`src/rtl/rtmc_spi_cmd.sv`:
```
// SPI command engine: parses chip-select frames into register read/write requests.
// Optional feature macro RTMC_SPI_WR_ECHO_EN echoes write data after a write acknowledge.

package rtmc_pkg;
    localparam int ADDR_W = 8;
    localparam int DATA_W = 16;
    typedef enum logic [7:0] {O_NOP = 8'h00, O_RD = 8'h01, O_WR = 8'h02} op_t;
    typedef enum logic [7:0] {R_BUSY = 8'h00, R_ACK = 8'h01, R_ACK_DATA = 8'h02} result_t;
endpackage

module rtmc_spi_cmd
    import rtmc_pkg::*;
#(
    parameter int ADDR_W = rtmc_pkg::ADDR_W,
    parameter int DATA_W = rtmc_pkg::DATA_W
) (
    input  logic                  clk,
    input  logic                  rst,
    input  logic                  cs_n,
    input  logic                  rx_valid,
    input  logic [7:0]            rx_data,
    output logic [7:0]            tx_data,
    rtmc_spi_cmd_if.master        bus
);

    typedef enum logic [3:0] {
        S_IDLE, S_ADDR, S_WDH, S_WDL, S_WAIT, S_RDATH, S_RDATL, S_DONE, S_IGNORE
    } state_t;

    state_t            state;
    logic              is_wr;
    logic [DATA_W-1:0] rdata_q;

    always_ff @(posedge clk or posedge rst) begin
        if (rst) begin
            state         <= S_IDLE;
            is_wr         <= 1'b0;
            tx_data       <= 8'h00;
            rdata_q       <= '0;
            bus.reg_req   <= 1'b0;
            bus.reg_we    <= 1'b0;
            bus.reg_addr  <= '0;
            bus.reg_wdata <= '0;
        end else begin
            // The ack always retires the request, even when its frame was aborted.
            if (bus.reg_req && bus.reg_ack)
                bus.reg_req <= 1'b0;

            if (cs_n) begin
                state   <= S_IDLE;
                tx_data <= R_BUSY;
            end else begin
                unique case (state)
                    S_IDLE: if (rx_valid) begin
                        if (bus.reg_req) begin
                            state   <= S_IGNORE;
                            tx_data <= R_BUSY;
                        end else if (rx_data == O_WR || rx_data == O_RD) begin
                            state   <= S_ADDR;
                            is_wr   <= (rx_data == O_WR);
                            tx_data <= R_BUSY;
                        end else if (rx_data == O_NOP) begin
                            state   <= S_DONE;
                            tx_data <= R_ACK;
                        end else begin
                            state   <= S_IGNORE;
                            tx_data <= 8'hFF;
                        end
                    end
                    S_ADDR: if (rx_valid) begin
                        bus.reg_addr <= ADDR_W'(rx_data);
                        if (is_wr) begin
                            state <= S_WDH;
                        end else begin
                            state       <= S_WAIT;
                            bus.reg_req <= 1'b1;
                            bus.reg_we  <= 1'b0;
                        end
                    end
                    S_WDH: if (rx_valid) begin
                        bus.reg_wdata[DATA_W-1 -: 8] <= rx_data;
                        state <= S_WDL;
                    end
                    S_WDL: if (rx_valid) begin
                        bus.reg_wdata[7:0] <= rx_data;
                        bus.reg_req        <= 1'b1;
                        bus.reg_we         <= 1'b1;
                        state              <= S_WAIT;
                    end
                    S_WAIT: begin
                        // Polls while the request is pending only count once the ack has landed.
                        if (bus.reg_req) begin
                            if (bus.reg_ack) begin
                                if (is_wr) begin
                                    tx_data <= R_ACK;
                                    rdata_q <= bus.reg_wdata;
                                end else begin
                                    tx_data <= R_ACK_DATA;
                                    rdata_q <= bus.reg_rdata;
                                end
                            end
                        end else if (rx_valid) begin
`ifdef RTMC_SPI_WR_ECHO_EN
                            state   <= S_RDATH;
                            tx_data <= rdata_q[DATA_W-1 -: 8];
`else
                            if (is_wr) begin
                                state <= S_DONE;
                            end else begin
                                state   <= S_RDATH;
                                tx_data <= rdata_q[DATA_W-1 -: 8];
                            end
`endif
                        end
                    end
                    S_RDATH: if (rx_valid) begin
                        state   <= S_RDATL;
                        tx_data <= rdata_q[7:0];
                    end
                    S_RDATL: if (rx_valid) begin
                        state   <= S_DONE;
                        tx_data <= R_BUSY;
                    end
                    S_DONE, S_IGNORE: ;
                    default: state <= S_IDLE;
                endcase
            end
        end
    end

endmodule

```
`src/rtl/rtmc_spi_cmd_if.sv`:
```
// Register-bus handshake between the SPI command engine (master) and the register file (slave).
interface rtmc_spi_cmd_if #(
    parameter int ADDR_W = 8,
    parameter int DATA_W = 16
) ();
    logic              reg_req;
    logic              reg_we;
    logic [ADDR_W-1:0] reg_addr;
    logic [DATA_W-1:0] reg_wdata;
    logic [DATA_W-1:0] reg_rdata;
    logic              reg_ack;

    modport master (
        output reg_req, reg_we, reg_addr, reg_wdata,
        input  reg_rdata, reg_ack
    );

    modport slave (
        input  reg_req, reg_we, reg_addr, reg_wdata,
        output reg_rdata, reg_ack
    );
endinterface

```
`src/flat_wrapper.sv`:
```
// flat-port wrapper written by rule: the top's interface ports become plain ports
module rtmc_spi_cmd_flat import rtmc_pkg::*;
#(
    parameter int ADDR_W = rtmc_pkg::ADDR_W,
    parameter int DATA_W = rtmc_pkg::DATA_W
)
  (clk, rst, cs_n, rx_valid, rx_data, tx_data, bus_reg_req, bus_reg_we, bus_reg_addr, bus_reg_wdata, bus_reg_rdata, bus_reg_ack);
  rtmc_spi_cmd_if #(.ADDR_W(ADDR_W), .DATA_W(DATA_W)) bus_i ();
  input  logic clk;
  input  logic rst;
  input  logic cs_n;
  input  logic rx_valid;
  input  logic [7:0] rx_data;
  output logic [7:0] tx_data;
  output wire logic [$bits(bus_i.reg_req)-1:0] bus_reg_req;
  output wire logic [$bits(bus_i.reg_we)-1:0] bus_reg_we;
  output wire logic [$bits(bus_i.reg_addr)-1:0] bus_reg_addr;
  output wire logic [$bits(bus_i.reg_wdata)-1:0] bus_reg_wdata;
  input wire logic [$bits(bus_i.reg_rdata)-1:0] bus_reg_rdata;
  input wire logic [$bits(bus_i.reg_ack)-1:0] bus_reg_ack;
  assign bus_reg_req = bus_i.reg_req;
  assign bus_reg_we = bus_i.reg_we;
  assign bus_reg_addr = bus_i.reg_addr;
  assign bus_reg_wdata = bus_i.reg_wdata;
  assign bus_i.reg_rdata = bus_reg_rdata;
  assign bus_i.reg_ack = bus_reg_ack;
  rtmc_spi_cmd #(.ADDR_W(ADDR_W), .DATA_W(DATA_W)) u_core (.clk(clk), .rst(rst), .cs_n(cs_n), .rx_valid(rx_valid), .rx_data(rx_data), .tx_data(tx_data), .bus(bus_i));
endmodule
```
`config.mk`:
```
export PLATFORM = sky130hd
export DESIGN_NAME = rtmc_spi_cmd_flat
export DESIGN_NICKNAME = d
export VERILOG_FILES = /design/src/rtl/rtmc_spi_cmd.sv /design/src/rtl/rtmc_spi_cmd_if.sv /design/src/flat_wrapper.sv
export SDC_FILE = /design/constraint.sdc
export NUM_CORES = 1
export LEC_CHECK = 0
export ABC_AREA = 1
export ABC_CLOCK_PERIOD_IN_PS = 2300
export CAP_MARGIN = 20
export CELL_PAD_IN_SITES_DETAIL_PLACEMENT = 1
export CELL_PAD_IN_SITES_GLOBAL_PLACEMENT = 1
export CORE_ASPECT_RATIO = 1.1
export CORE_UTILIZATION = 24
export DETAILED_ROUTE_END_ITERATION = 6
export GPL_TIMING_DRIVEN = 0
export HOLD_SLACK_MARGIN = 0.03
export PLACE_DENSITY = 0.67
export SYNTH_ARGS = -nofsm -noshare
export SYNTH_HDL_FRONTEND = slang
export SYNTH_SLANG_ARGS = --single-unit
```
`constraint.sdc`:
```
create_clock -name clk -period 2.3 [get_ports clk]
set_input_delay 0.46 -clock clk [delete_from_list [all_inputs] [get_ports clk]]
set_output_delay 0.46 -clock clk [all_outputs]
set_load 0.02 [all_outputs]
```
-- Word-level counts from Yosys, hierarchy flattened
Index checks and enable logic that the tools add are counted.
- add/sub/neg operators: 0
- multipliers: 0
- divide/modulo/power cells: 0
- magnitude comparators: 0
- equality and inequality tests: 25
- shifts and indexed selects: 0
- mux-type cells: 39
- bitwise gates (word level): 2
- reductions and logical operators: 15
- operator list (cell ; number):
    8-bit 2-to-1 mux ; 11
    4-bit 2-to-1 mux ; 12
    4-bit one-hot mux with 8 select lines ; 1
    8-bit one-hot mux with 4 select lines ; 1
    3-bit inequality test (second input constant) ; 8
    4-bit by 3-bit equality test with 1-bit output (second input constant) ; 4
    16-bit 2-to-1 mux ; 1
    5-bit AND reduction ; 2
    3-bit AND reduction ; 3
    9-bit AND reduction ; 1
    4-bit by 2-bit equality test with 1-bit output (second input constant) ; 2
    8-bit by 1-bit equality test with 1-bit output (second input constant) ; 1
    8-bit by 2-bit equality test with 1-bit output (second input constant) ; 1
    8-bit zero test ; 1
    1-bit 2-to-1 mux ; 8
    2-bit inequality test (second input constant) ; 4
    4-bit by 3-bit inequality test with 1-bit output (second input constant) ; 2
    7-bit AND reduction ; 1
    5-bit nonzero test ; 1
    4-bit by 1-bit equality test with 1-bit output (second input constant) ; 1
    4-bit equality test (second input constant) ; 1
    4-bit zero test ; 1
    2-bit 2-to-1 mux ; 2
    4-bit inequality test (second input constant) ; 1
    8 further kinds ; 10
- register bits: 55
- bits in latches: 0
- RAM bits: 0
- ROM bits: 0
- output and inout bits: 34
- logic and storage cells: 90
- memories kept: 0

-- Logic depth before layout (Yosys ltp)
Gate-level depths: netlist of the first run.
- depth after elaboration: 7
- mapped depth: 11

-- Worst setup path after synthesis of the first run
OpenSTA, ideal clock, no wires.
- path type: in2reg
- start: input port cs_n
- end: register u_core.tx_data[0]
- arrival time: 1344 ps
- path slack: 839 ps
- stages: 10
- path buffers: 1
- path through: clkbuf_4 > inv_1 > nand2_4 > nor2_1 > nand2_1 > nand2_1 > nor2_4 > inv_4 > nand2_1 > nand2_1
- word-level cells in the longest chain between the ends: 2
- elaborated cells on any way between the ends: 9
- those cells by class: eq/ne (6); mux (1); reduce/logical (2)
- ends and longest elaborated chain (element ; line ; RTL):
    start: declaration ; flat_wrapper.sv:11 ; input logic cs_n;
    4-bit by 3-bit inequality test with 1-bit output (no line), or another cell as far along ; -- ;
    7-bit AND reduction (no line) ; -- ;
    end signal: assignment ; rtmc_spi_cmd.sv:111 ; tx_data <= rdata_q[DATA_W-1 -: 8];
    end signal: assignment ; rtmc_spi_cmd.sv:118 ; tx_data <= rdata_q[7:0];
    end: declaration ; rtmc_spi_cmd.sv:22 ; output logic [7:0] tx_data,
Several ways; a longest one is shown, not always the timed one.
A chain may end at the register's enable or synchronous reset.

-- Final worst setup path of the first run
- start: register u_core.bus.reg_req
- end: output port bus_reg_req
- RTL lines (element ; line ; RTL):
    start: declaration ; rtmc_spi_cmd_if.sv:14 ; output reg_req, reg_we, reg_addr, reg_wdata,
    start signal: assignment ; rtmc_spi_cmd.sv:40 ; bus.reg_req <= 1'b0;
    start signal: assignment ; rtmc_spi_cmd.sv:47 ; bus.reg_req <= 1'b0;
    start signal: assignment ; rtmc_spi_cmd.sv:76 ; bus.reg_req <= 1'b1;
    end: declaration ; flat_wrapper.sv:15 ; output wire logic [$bits(bus_i.reg_req)-1:0] bus_reg_req;
No word-level cell between the ends.

==> results of run 1 <==
==> per-stage QoR <==
| step | setup TNS, ns | worst slack [ns] |
|---|---|---|
| after global placement | -31.44 | -0.575 |
| after CTS | 0 | 0.426 |
| after detailed placement | 0 | 0.117 |
| after global routing | 0 | 0.294 |
| after floorplan | 0 | 0.497 |
| final | 0 | 0.440 |
==> placed cells by master, fill, tap and decap left out, drive strengths merged <==
cell,netlist,layout
inv,41,42
nand3b,1,1
clkbuf,4,10
clkinvlp,0,1
clkdlybuf4s50,0,62
nor3,2,2
buf,10,11
nand3,27,27
nand2,157,157
a21oi,3,3
nor2,44,44
dfrtp,55,55
nor4,1,1
o21ai,50,50
==> state kept, by name (all words and copies together), names as in the netlist <==
signal                flops
u_core.rdata_q           16
u_core.is_wr              1
u_core.bus.reg_we         1
u_core.state              4
u_core.bus.reg_addr       8
u_core.bus.reg_req        1
u_core.tx_data            8
u_core.bus.reg_wdata     16
==> routing by layer <==
metal  up-vias  share of wire (%)  GRT usage, %
li1       1368                  -             -
met1      1280                 46          18.6
met2        46                 50          27.1
met3         8                2.3          1.94
met4         0                1.7          5.48
met5         -                  0             0
==> synthesized netlist by cell type, drive strengths merged <==
| library cell | n | share of area (%) |
|---|---|---|
| nand2 | 157 | 22 |
| dfrtp | 55 | 47 |
| o21ai | 50 | 8.6 |
| nor2 | 44 | 6.7 |
| inv | 41 | 5.4 |
| nand3 | 27 | 4.7 |
| buf | 10 | 2.8 |
| clkbuf | 4 | 0.69 |
| a21oi | 3 | 0.65 |
| nor3 | 2 | 0.35 |
| nand3b | 1 | 0.26 |
| nor4 | 1 | 0.73 |
==> power by group through the flow <==
stage               logic (mW)  clock network [mW]  registers (mW)
finish                   0.387               0.776            1.04
global route             0.430               0.831            1.04
CTS                      0.395               0.805            1.04
detailed placement       0.394                   0            1.06
global placement         0.384                   0            1.06
floorplan                0.166                   0            1.10
==> kinds of logic after synthesis <==
group / share of synthesized area (%)
flops: 47.5
compound gates: 9.28
buf+inv: 8.85
simple gates: 34.4
==> how the worst max path moves through the flow <==
stage	end	slack, ns
after detailed placement	u_core.rdata_q[6]	0.12
after global placement	u_core.tx_data[7]	-0.57
after global routing	u_core.tx_data[7]	0.29
after floorplan	u_core.bus.reg_addr[0]	0.50
after CTS	bus_reg_req	0.43
final	bus_reg_req	0.44
==> final cells by class <==
cell class / instances / area (um2) / area share (%)
plain buffers: 14 / 100 / 2.59
clock buffers: 6 / 129 / 3.33
clock inverters: 2 / 16.3 / 0.420
inverters: 41 / 156 / 4.04
multi-input cells: 285 / 1260 / 32.7
flip-flops and latches: 55 / 1380 / 35.6
well taps: 150 / 188 / 4.85
repair buffers: 63 / 641 / 16.5
==> summary.md, run 1 <==
| Metric | Value |
|---|---|
| Hold Vio Cnt, Final | `0` |
| Combinational share of power | `17.6%` |
| Iter 0 DRT Violations | `81` |
| CTS sink cnt | `55` |
| Antenna-violating nets left | `0` |
| Maxcap violations | `0` |
| Critical Path Sink Type | `output port` |
| Final setup fails | `0` |
| First-pass GRT wire length | `14,600 um` |
| Tmin final | `1.86 ns` |
| Crit Path Class | `flip-flop to output port` |
| DRC | `0` |
| Distinct cell type count after synthesis | `23` |
| Synth Cell Area | `2900 um2` |
| Outcome | `finished, final reports clean` |
| Final Non-Filler Cells | `616` |
| Hold buffer count at cts | `0` |
| Fillers | `1,471` |
| Number of antenna violations at the first check in global routing | `0` |
| Die Area | `12,500 um2` |
| CTS tree | `done` |
| Delay-heaviest family, CP | `buffers and inverters` |
| Final period util | `80.9%` |
| CORE AREA | `11,600 um2` |
| Slew headroom | `53.9%` |
| Hold worst-path end | `u_core.tx_data[7]` |
| Reg2reg end | `u_core.bus.reg_wdata[13]` |
| Post-CTS setup buffers | `0` |
| Post-layout util | `33.4%` |
| Worst setup startpoint | `u_core.bus.reg_req` |
| Hold Path Cell Cnt | `2` |
| Slack of the worst reg-to-reg path | `0.62 ns` |
| Row Count | `41` |
| Final HPWL DP | `7100 um` |
| Worst hold start | `u_core.tx_data[7]` |
| R2R cell count | `6` |
| Worst-path fanout max | `6` |
| Worst path bufs/invs | `1` |
| Area Overhead vs Synth | `33.6%` |
| Worst slew pin tran | `0.690 ns` |
| Placed insts | `608` |
| Max Transition Viols Final | `0` |
| Clk pwr share | `35.3%` |
| Largest net degree at the start of global routing | `32` |
| Global-route usage over all layers | `15.1%` |
| Die height | `117 um` |
| Average wire per cell in the routed design | `14.3 um` |
| CTS root buffer | `clkbuf_16` |
| DR pass1 iterations | `4` |
| H-tree depth | `2` |
| Internal | `1.58 mW` |
| Gpl congestion | `0.831` |
| Ports | `63` |
| RSZ-0062 raised after global routing | `no` |
| CTS buffer count | `5` |
| Aggregate global routing overflow | `0` |
| Input/output buffers | `62` |
| Sw Ratio | `28.2%` |
| Layout cells sized above 1 | `8.37%` |
| Register share of total power | `47.1%` |
| CP startpoint kind | `flip-flop` |
| Yosys warns | `0` |
| Die width | `107 um` |
| Synth Area per Inst | `7.34 um2` |
| Leakage | `1.93 nW` |
| Clock Latency Late Sink | `0.30 ns` |
| Arrival time worst endpoint | `1.40 ns` |
| Total number of vias | `2,702` |
| Slowest stage delay, CP | `0.64 ns` |
| Number of antenna diodes | `0` |
| Switch Pwr | `0.619 mW` |
| Via-to-Cell Ratio | `4.39` |
| # nets final | `494` |
| Power, Total | `2.20 mW` |
| Final Skew | `0.00509 ns` |
| Synth Register Bits | `55` |
| F_max | `0.538 GHz` |
| Post_cts resized | `0` |
| Tightest Hold Check Type | `flip-flop to flip-flop` |
| RR Startpoint | `u_core.state[3]` |
| Reg clk slew, reported paths | `0.07 ns` |
| Final WL | `8830 um` |
| Cells after synthesis | `395` |
| Sequential fraction of the synthesis area | `47.5%` |
| Final hold slack | `0.482 ns` |
| WP data required | `1.84 ns` |
| DP Area | `3730 um2` |
| Slowest stage cell, crit path | `clkdlybuf4s50_1` |
| CP Depth | `1` |
| CP cell instances | `clkdlybuf4s50_1` |
| Mapped Nets | `424` |
| Initial core utilization | `25.0%` |
| Vias in the first global route | `2,819` |
| Pwr Density | `568 nW/um2` |
| Worst vdd ir | `0.267 mV` |
| Final Instance Area | `3870 um2` |
| Clk buf depth | `2` |
Note: power is estimated with default switching activity, not from simulation.
==> run 2: changes to the inputs <==
--- a/config.mk
+++ b/config.mk
@@ -6,7 +6,7 @@
 export NUM_CORES = 1
 export LEC_CHECK = 0
 export ABC_AREA = 1
-export ABC_CLOCK_PERIOD_IN_PS = 2300
+export ABC_CLOCK_PERIOD_IN_PS = 1500
 export CAP_MARGIN = 20
 export CELL_PAD_IN_SITES_DETAIL_PLACEMENT = 1
 export CELL_PAD_IN_SITES_GLOBAL_PLACEMENT = 1
@@ -15,7 +15,7 @@
 export DETAILED_ROUTE_END_ITERATION = 6
 export GPL_TIMING_DRIVEN = 0
 export HOLD_SLACK_MARGIN = 0.03
-export PLACE_DENSITY = 0.67
+export PLACE_DENSITY = 0.69
 export SYNTH_ARGS = -nofsm -noshare
 export SYNTH_HDL_FRONTEND = slang
 export SYNTH_SLANG_ARGS = --single-unit
==> constraint.sdc (replaced) <==
create_clock -name clk -period 1.5 [get_ports clk]
set_input_delay 0.3 -clock clk [delete_from_list [all_inputs] [get_ports clk]]
set_output_delay 0.3 -clock clk [all_outputs]
set_load 0.02 [all_outputs]
==> run 2 against run 1 <==
Clock power is 57% higher. Cell count is 4.1% higher. Cell area is 13% higher. Register-to-register slack worse by 0.60 ns. Worst hold slack worse by 0.093 ns. Sequential power is 54% higher. Largest cell class is now multi-input gates. Critical path depth is 8 higher. Via count is 8.0% higher. Sequential share of layout area is 4.1 points lower. Die area stayed put.
==> summary.md, run 2 (same netlist as run 1, synthesis figures left out) <==
| Metric | Value |
|---|---|
| DP Area | `3730 um2 (+0.10%)` |
| Clk buf depth | `2 (unchanged)` |
| Worst path bufs/invs | `3 (+2)` |
| CP startpoint kind | `flip-flop` |
| Area Overhead vs Synth | `51.3%` |
| CTS sink cnt | `55 (unchanged)` |
| Commonest non-fill, non-tap cells in the layout | `nand2_1, dfrtp_1, dlygate4sd2_1` |
| Crit Path Class | `flip-flop to flip-flop` |
| Final Skew | `0.00406 ns (-0.00104 ns)` |
| Worst slew pin tran | `0.535 ns (-0.155 ns)` |
| Aggregate global routing overflow | `0 (unchanged)` |
| Global-route usage over all layers | `16.7% (+1.6 points)` |
| Pwr Density | `792 nW/um2 (+39%)` |
| Input/output buffers | `62 (unchanged)` |
| Delay-heaviest family, CP | `flip-flops` |
| Final Instance Area | `4390 um2 (+13%)` |
| Multi-input logic area | `1510 um2 (+19%)` |
| Iter 0 DRT Violations | `86 (+6.2%)` |
| CTS root buffer | `clkbuf_16` |
| Gpl congestion | `0.826 (-0.63%)` |
| Final HPWL DP | `7050 um (-0.61%)` |
| Clock Latency Late Sink | `0.30 ns (about the same)` |
| Commonest non-fill, non-tap cell in the layout | `nand2_1` |
| Final Non-Filler Cells | `641 (+4.1%)` |
| Slowest stage cell, crit path | `dfrtp_2` |
| Largest net degree at the start of global routing | `36 (+13%)` |
| F_max | `0.676 GHz` |
| Max Transition Viols Final | `0 (unchanged)` |
| # nets final | `519 (+5.1%)` |
| Fillers | `1,456 (-1.0%)` |
| Number of antenna violations at the first check in global routing | `0 (unchanged)` |
| Final period util | `98.7%` |
| Row Count | `41 (unchanged)` |
| Reg clk slew, reported paths | `0.08 ns (about the same)` |
| Hold Vio Cnt, Final | `0 (unchanged)` |
| Die width | `107 um (unchanged)` |
| Arrival time worst endpoint | `1.67 ns (+0.27 ns)` |
| Leakage | `2.30 nW (+19%)` |
| First-pass GRT wire length | `16,000 um (+9.8%)` |
| Setup TNS | `0 ns (unchanged)` |
| Outcome | `finished, final reports clean` |
| RR Startpoint | `u_core.state[3]` |
| Worst setup startpoint | `u_core.state[3]` |
| Critical Path Sink Type | `flip-flop` |
| Placed insts | `608 (unchanged)` |
| Tightest Hold Check Type | `input pin to asynchronous set/reset pin` |
| Top Registers | `u_core.bus.reg_wdata x16, u_core.rdata_q x16` |
| Register area | `1380 um2 (+0.36%)` |
| Final hold slack | `0.389 ns (-0.0929 ns)` |
| Average wire per cell in the routed design | `15.9 um (+11%)` |
| Number of antenna diodes | `0 (unchanged)` |
| WP data required | `1.69 ns (-0.15 ns)` |
| CORE AREA | `11,600 um2 (unchanged)` |
| Die Area | `12,500 um2 (unchanged)` |
| DRC | `0 (unchanged)` |
| Worst vdd ir | `0.411 mV (+54%)` |
| Ports | `63 (unchanged)` |
| Die height | `117 um (unchanged)` |
| RSZ-0062 raised after global routing | `yes` |
| Initial core utilization | `25.0% (unchanged)` |
| CTS tree | `done` |
| Post-layout util | `37.8% (+4.4 points)` |
| DR pass1 iterations | `4 (unchanged)` |
| Via-to-Cell Ratio | `4.55 (+3.8%)` |
| Final WL | `10,200 um (+16%)` |
| CP cell instances | `inv_4 -> nand2_2 -> nor2_4 -> nand2_2 -> inv_4 -> nand2_4 -> buf_6 -> nand2_1 -> o21ai_0` |
| H-tree depth | `2 (unchanged)` |
| Total number of vias | `2,918 (+8.0%)` |
| CTS buffer count | `5 (unchanged)` |
| Antenna-violating nets left | `0 (unchanged)` |
| Tmin final | `1.48 ns` |
| Layout cells sized above 1 | `26.5% (+18 points)` |
| Vias in the first global route | `3,105 (+10%)` |
| Slew headroom | `64.3% (+10 points)` |
| Slowest stage delay, CP | `0.49 ns (-0.15 ns)` |
| Maxcap violations | `0 (unchanged)` |
| Final setup fails | `0 (unchanged)` |
| Worst-path fanout max | `10 (+4)` |
[run 2: changes by cell type in the layout (fill, tap and decap cells not counted), moves of 6 or more]
cell             delta
nor2_2              +9
nand2_2            +20
nand2_1            -26
buf_4              +19
nor2_4              +6
o21ai_2            +12
clkdlybuf4s50_1    -36
o21ai_1            +13
dlygate4sd2_1      +34
nor2_1             -14
o21ai_0            -25
[run 2: metal layers]
layer | vias up | track usage (%) | routed length, um
li1 | 1421 | - | -
met1 | 1409 | 19.7 | 4210
met2 | 62 | 31.1 | 5400
met3 | 26 | 1.99 | 289
met4 | 0 | 6.21 | 314
met5 | - | 0 | 0
[run 2: worst reg2reg max path, cell delays in order, from the launching register on]
cell	delay, ns
dfrtp_2	0.49
inv_4	0.12
nand2_2	0.10
nor2_4	0.13
nand2_2	0.10
inv_4	0.09
nand2_4	0.08
buf_6	0.15
nand2_1	0.05
o21ai_0	0.07
[run 2: timing repair]
action | 4_1_cts | 5_1_grt
buffers inserted | 16 | 7
resized for setup | 94 | 72
endpoints found under the setup margin | 83 | 52
pin swaps | 5 | 21
hold buffers | 0 | 0
gates cloned | 4 | 0
[run 2: per-stage QoR]
stage / power [mW] / worst slack [ns]
2_1_floorplan: 1.94 / 0.102
3_3_place_gp: 2.21 / -0.454
3_5_place_dp: 2.22 / -0.508
4_1_cts: 3.45 / -0.105
5_1_grt: 3.63 / -0.117
6_report: 3.47 / 0.0198
[run 2: final cells by class]
type | count | area share [%]
Buffer | 14 | 3.28
Multi-Input combinational cell | 286 | 34.4
Clock inverter | 3 | 0.542
Timing Repair Buffer | 87 | 19.1
Sequential cell | 55 | 31.5
Clock buffer | 5 | 2.85
Tap cell | 150 | 4.28
Inverter | 41 | 4.02
[run 2: path summary, 6_finish.rpt]
path / slack, ns / endpoint / depth (start not counted)
setup / recovery: 0.02 / u_core.bus.reg_addr[7] / 9
hold / removal: 0.39 / u_core.state[1] / 2
setup reg to reg: 0.02 / u_core.bus.reg_addr[7] / 9
hold reg to reg: 0.48 / u_core.tx_data[0] / 2
max in group asynchronous: 0.57 / u_core.tx_data[6] / 3
min in group clk: 0.48 / u_core.tx_data[0] / 2
[run 2: report_power, final]
| group | switching (mW) | internal, mW | total, mW | leakage [nW] |
|---|---|---|---|---|
| clock | 0.589 | 0.630 | 1.22 | 0.0717 |
| combinational | 0.406 | 0.251 | 0.656 | 1.57 |
| sequential | 0.0511 | 1.55 | 1.60 | 0.657 |
| total | 1.05 | 2.43 | 3.47 | 2.30 |
==> run 3: changes to the inputs <==
--- a/config.mk
+++ b/config.mk
@@ -11,11 +11,12 @@
 export CELL_PAD_IN_SITES_DETAIL_PLACEMENT = 1
 export CELL_PAD_IN_SITES_GLOBAL_PLACEMENT = 1
 export CORE_ASPECT_RATIO = 1.1
+export CORE_MARGIN = 2
 export CORE_UTILIZATION = 24
 export DETAILED_ROUTE_END_ITERATION = 6
 export GPL_TIMING_DRIVEN = 0
 export HOLD_SLACK_MARGIN = 0.03
-export PLACE_DENSITY = 0.69
+export PLACE_DENSITY = 0.55
 export SYNTH_ARGS = -nofsm -noshare
 export SYNTH_HDL_FRONTEND = slang
 export SYNTH_SLANG_ARGS = --single-unit
==> run 3 against run 2 <==
The run now ends with negative setup slack left. Power barely moved. Sequential power barely moved. Critical path depth is 1 lower. Combinational power is 6.7% higher. Count of clock-buffer cells in the layout is 1 higher. Worst hold slack better by 0.061 ns. Global-route usage is 0.34 points lower. Fmax decreased by 3.3%. Critical endpoint is now u_core.rdata_q[6]. Non-clock buffer count did not move.
==> summary.md, run 3 (same netlist as run 1, synthesis figures left out) <==
| Metric | Value |
|---|---|
| Final WL | `9650 um (-5.4%)` |
| Tmin final | `1.53 ns (+0.0498 ns)` |
| F_max | `0.654 GHz (-3.3%)` |
| Maxcap violations | `0 (unchanged)` |
| Switch Pwr | `1.03 mW (-1.7%)` |
| Clk pwr share | `33.9% (-1.2 points)` |
| Vias in the first global route | `3,061 (-1.4%)` |
| Worst slew pin tran | `0.713 ns (+0.178 ns)` |
| H-tree depth | `2 (unchanged)` |
| Slew headroom | `52.4% (-12 points)` |
| Final Non-Filler Cells | `645 (+0.62%)` |
| Row Count | `42 (+2.4%)` |
| Post-layout util | `37.1% (-0.75 points)` |
| Crit Path Class | `flip-flop to flip-flop` |
| Antenna-violating nets left | `0 (unchanged)` |
| Number of antenna diodes | `0 (unchanged)` |
| Commonest non-fill, non-tap cells in the layout | `nand2_1, dfrtp_1, dlygate4sd2_1` |
| Ports | `63 (unchanged)` |
| Average wire per cell in the routed design | `15.0 um (-6.0%)` |
| Reg clk slew, reported paths | `0.07 ns (about the same)` |
| Via-to-Cell Ratio | `4.34 (-4.6%)` |
| Sw Ratio | `29.6% (-0.52 points)` |
| Initial core utilization | `24.3% (-0.70 points)` |
| Critical Path Sink Type | `flip-flop` |
| Multi-input logic area | `1570 um2 (+4.4%)` |
| CTS tree | `done` |
| Power, Total | `3.48 mW (about the same)` |
| DR pass1 iterations | `4 (unchanged)` |
| CORE AREA | `11,900 um2 (+2.9%)` |
| Register area | `1380 um2 (about the same)` |
| Final worst slack | `-0.0300 ns (-0.0498 ns)` |
| Largest net degree at the start of global routing | `30 (-17%)` |
| CP startpoint kind | `flip-flop` |
| Die height | `119 um (+1.7%)` |
| CTS sink cnt | `55 (unchanged)` |
| Max Transition Viols Final | `0 (unchanged)` |
| Fillers | `1,425 (-2.1%)` |
| Top Registers | `u_core.bus.reg_wdata x16, u_core.rdata_q x16` |
| Internal | `2.45 mW (+0.81%)` |
| Clock Latency Late Sink | `0.30 ns (about the same)` |
| Global-route usage over all layers | `16.3% (-0.34 points)` |
| Die Area | `13,000 um2 (+3.6%)` |
| Final Skew | `0.00627 ns (+0.00221 ns)` |
| Iter 0 DRT Violations | `71 (-17%)` |
| First-pass GRT wire length | `16,300 um (+1.8%)` |
| Outcome | `finished with violations` |
| Hold buffer count at cts | `0 (unchanged)` |
| Final setup fails | `9 (+9)` |
| Area Overhead vs Synth | `52.6%` |
| Aggregate global routing overflow | `0 (unchanged)` |
| Pwr Density | `786 nW/um2 (-0.78%)` |
| Worst vdd ir | `0.471 mV (+15%)` |
| Setup TNS | `-0.134 ns (-0.134 ns)` |
| CTS root buffer | `clkbuf_16` |
| Worst-path fanout max | `7 (-3)` |
| Die width | `109 um (+1.9%)` |
| RSZ-0062 raised after global routing | `yes` |
| Final HPWL DP | `7160 um (+1.5%)` |
| Final period util | `102% (+3.3 points)` |
| Register share of total power | `46.0% (about the same)` |
| Final Instance Area | `4420 um2 (+0.86%)` |
| Combinational share of power | `20.1% (+1.2 points)` |
| Commonest non-fill, non-tap cell in the layout | `nand2_1` |
| Leakage | `2.44 nW (+6.1%)` |
| Tightest Hold Check Type | `input pin to asynchronous set/reset pin` |
| Total number of vias | `2,800 (-4.0%)` |
| Number of antenna violations at the first check in global routing | `0 (unchanged)` |
| Input/output buffers | `62 (unchanged)` |
| Placed insts | `612 (+0.66%)` |
| Hold Vio Cnt, Final | `0 (unchanged)` |
| Layout cells sized above 1 | `27.7% (+1.2 points)` |
| DP Area | `3730 um2 (+0.13%)` |
| DRC | `0 (unchanged)` |
| WP data required | `1.73 ns (+0.04 ns)` |
| Arrival time worst endpoint | `1.76 ns (+0.09 ns)` |
| Pre-CTS setup slack | `-0.516 ns (-0.00779 ns)` |
| # nets final | `519 (unchanged)` |
| Gpl congestion | `0.775 (-6.2%)` |
| Failing checks | `negative setup slack` |
| Clk buf depth | `2 (unchanged)` |
| CTS buffer count | `5 (unchanged)` |
| Final hold slack | `0.450 ns (+0.0608 ns)` |
## run 3: layout make-up
type                    count  area share (%)
multi-input cells         286            35.6
flip-flops and latches     55            31.2
repair buffers             89            19.1
well taps                 154            4.36
inverters                  41            3.88
clock buffers               6            2.91
plain buffers              12            2.69
clock inverters             2           0.283
## run 3: per-layer routing
layer	wire, um	part of all wire [%]	global-route usage, %	vias up
met2	4710	49	27.2	42
met3	293	3.0	2.85	6
met4	130	1.3	4.57	0
met5	0	0	0	-
li1	-	-	-	1422
met1	4520	47	21.7	1330
## run 3: repair_timing
| item | 4_1_cts | 5_1_grt |
|---|---|---|
| gates resized for setup | 84 | 99 |
| cloned | 4 | 0 |
| setup buffers | 20 | 3 |
| endpoints found under the setup margin | 84 | 55 |
| pin swaps | 6 | 21 |
## run 3: worst paths after layout
check / start / end / slack (ns) / cells past startpoint
worst max-delay path: u_core.state[3] / u_core.rdata_q[6] / -0.03 / 8
worst min-delay path: rst / u_core.state[2] / 0.45 / 2
worst max register to register: u_core.state[3] / u_core.rdata_q[6] / -0.03 / 8
worst min register to register: u_core.tx_data[4] / u_core.tx_data[4] / 0.47 / 2
max in group asynchronous: rst / u_core.rdata_q[4] / 0.49 / 3
min in group clk: u_core.tx_data[4] / u_core.tx_data[4] / 0.47 / 2
## run 3: power groups by stage
| stage | clock, mW | combinational [mW] | sequential [mW] |
|---|---|---|---|
| after global placement | 0 | 0.598 | 1.62 |
| after global routing | 1.27 | 0.775 | 1.61 |
| final | 1.18 | 0.700 | 1.60 |
| after detailed placement | 0 | 0.610 | 1.62 |
| after CTS | 1.22 | 0.627 | 1.59 |
| after floorplan | 0 | 0.255 | 1.68 |
## run 3: worst max-delay path: stages, from the launching register on
cell and delay [ns]:
dfrtp_2 0.47, inv_2 0.11, buf_6 0.12, nand2_8 0.06, nor4_4 0.23, buf_6 0.20
buf_8 0.15, nand2_4 0.05, o21ai_1 0.06
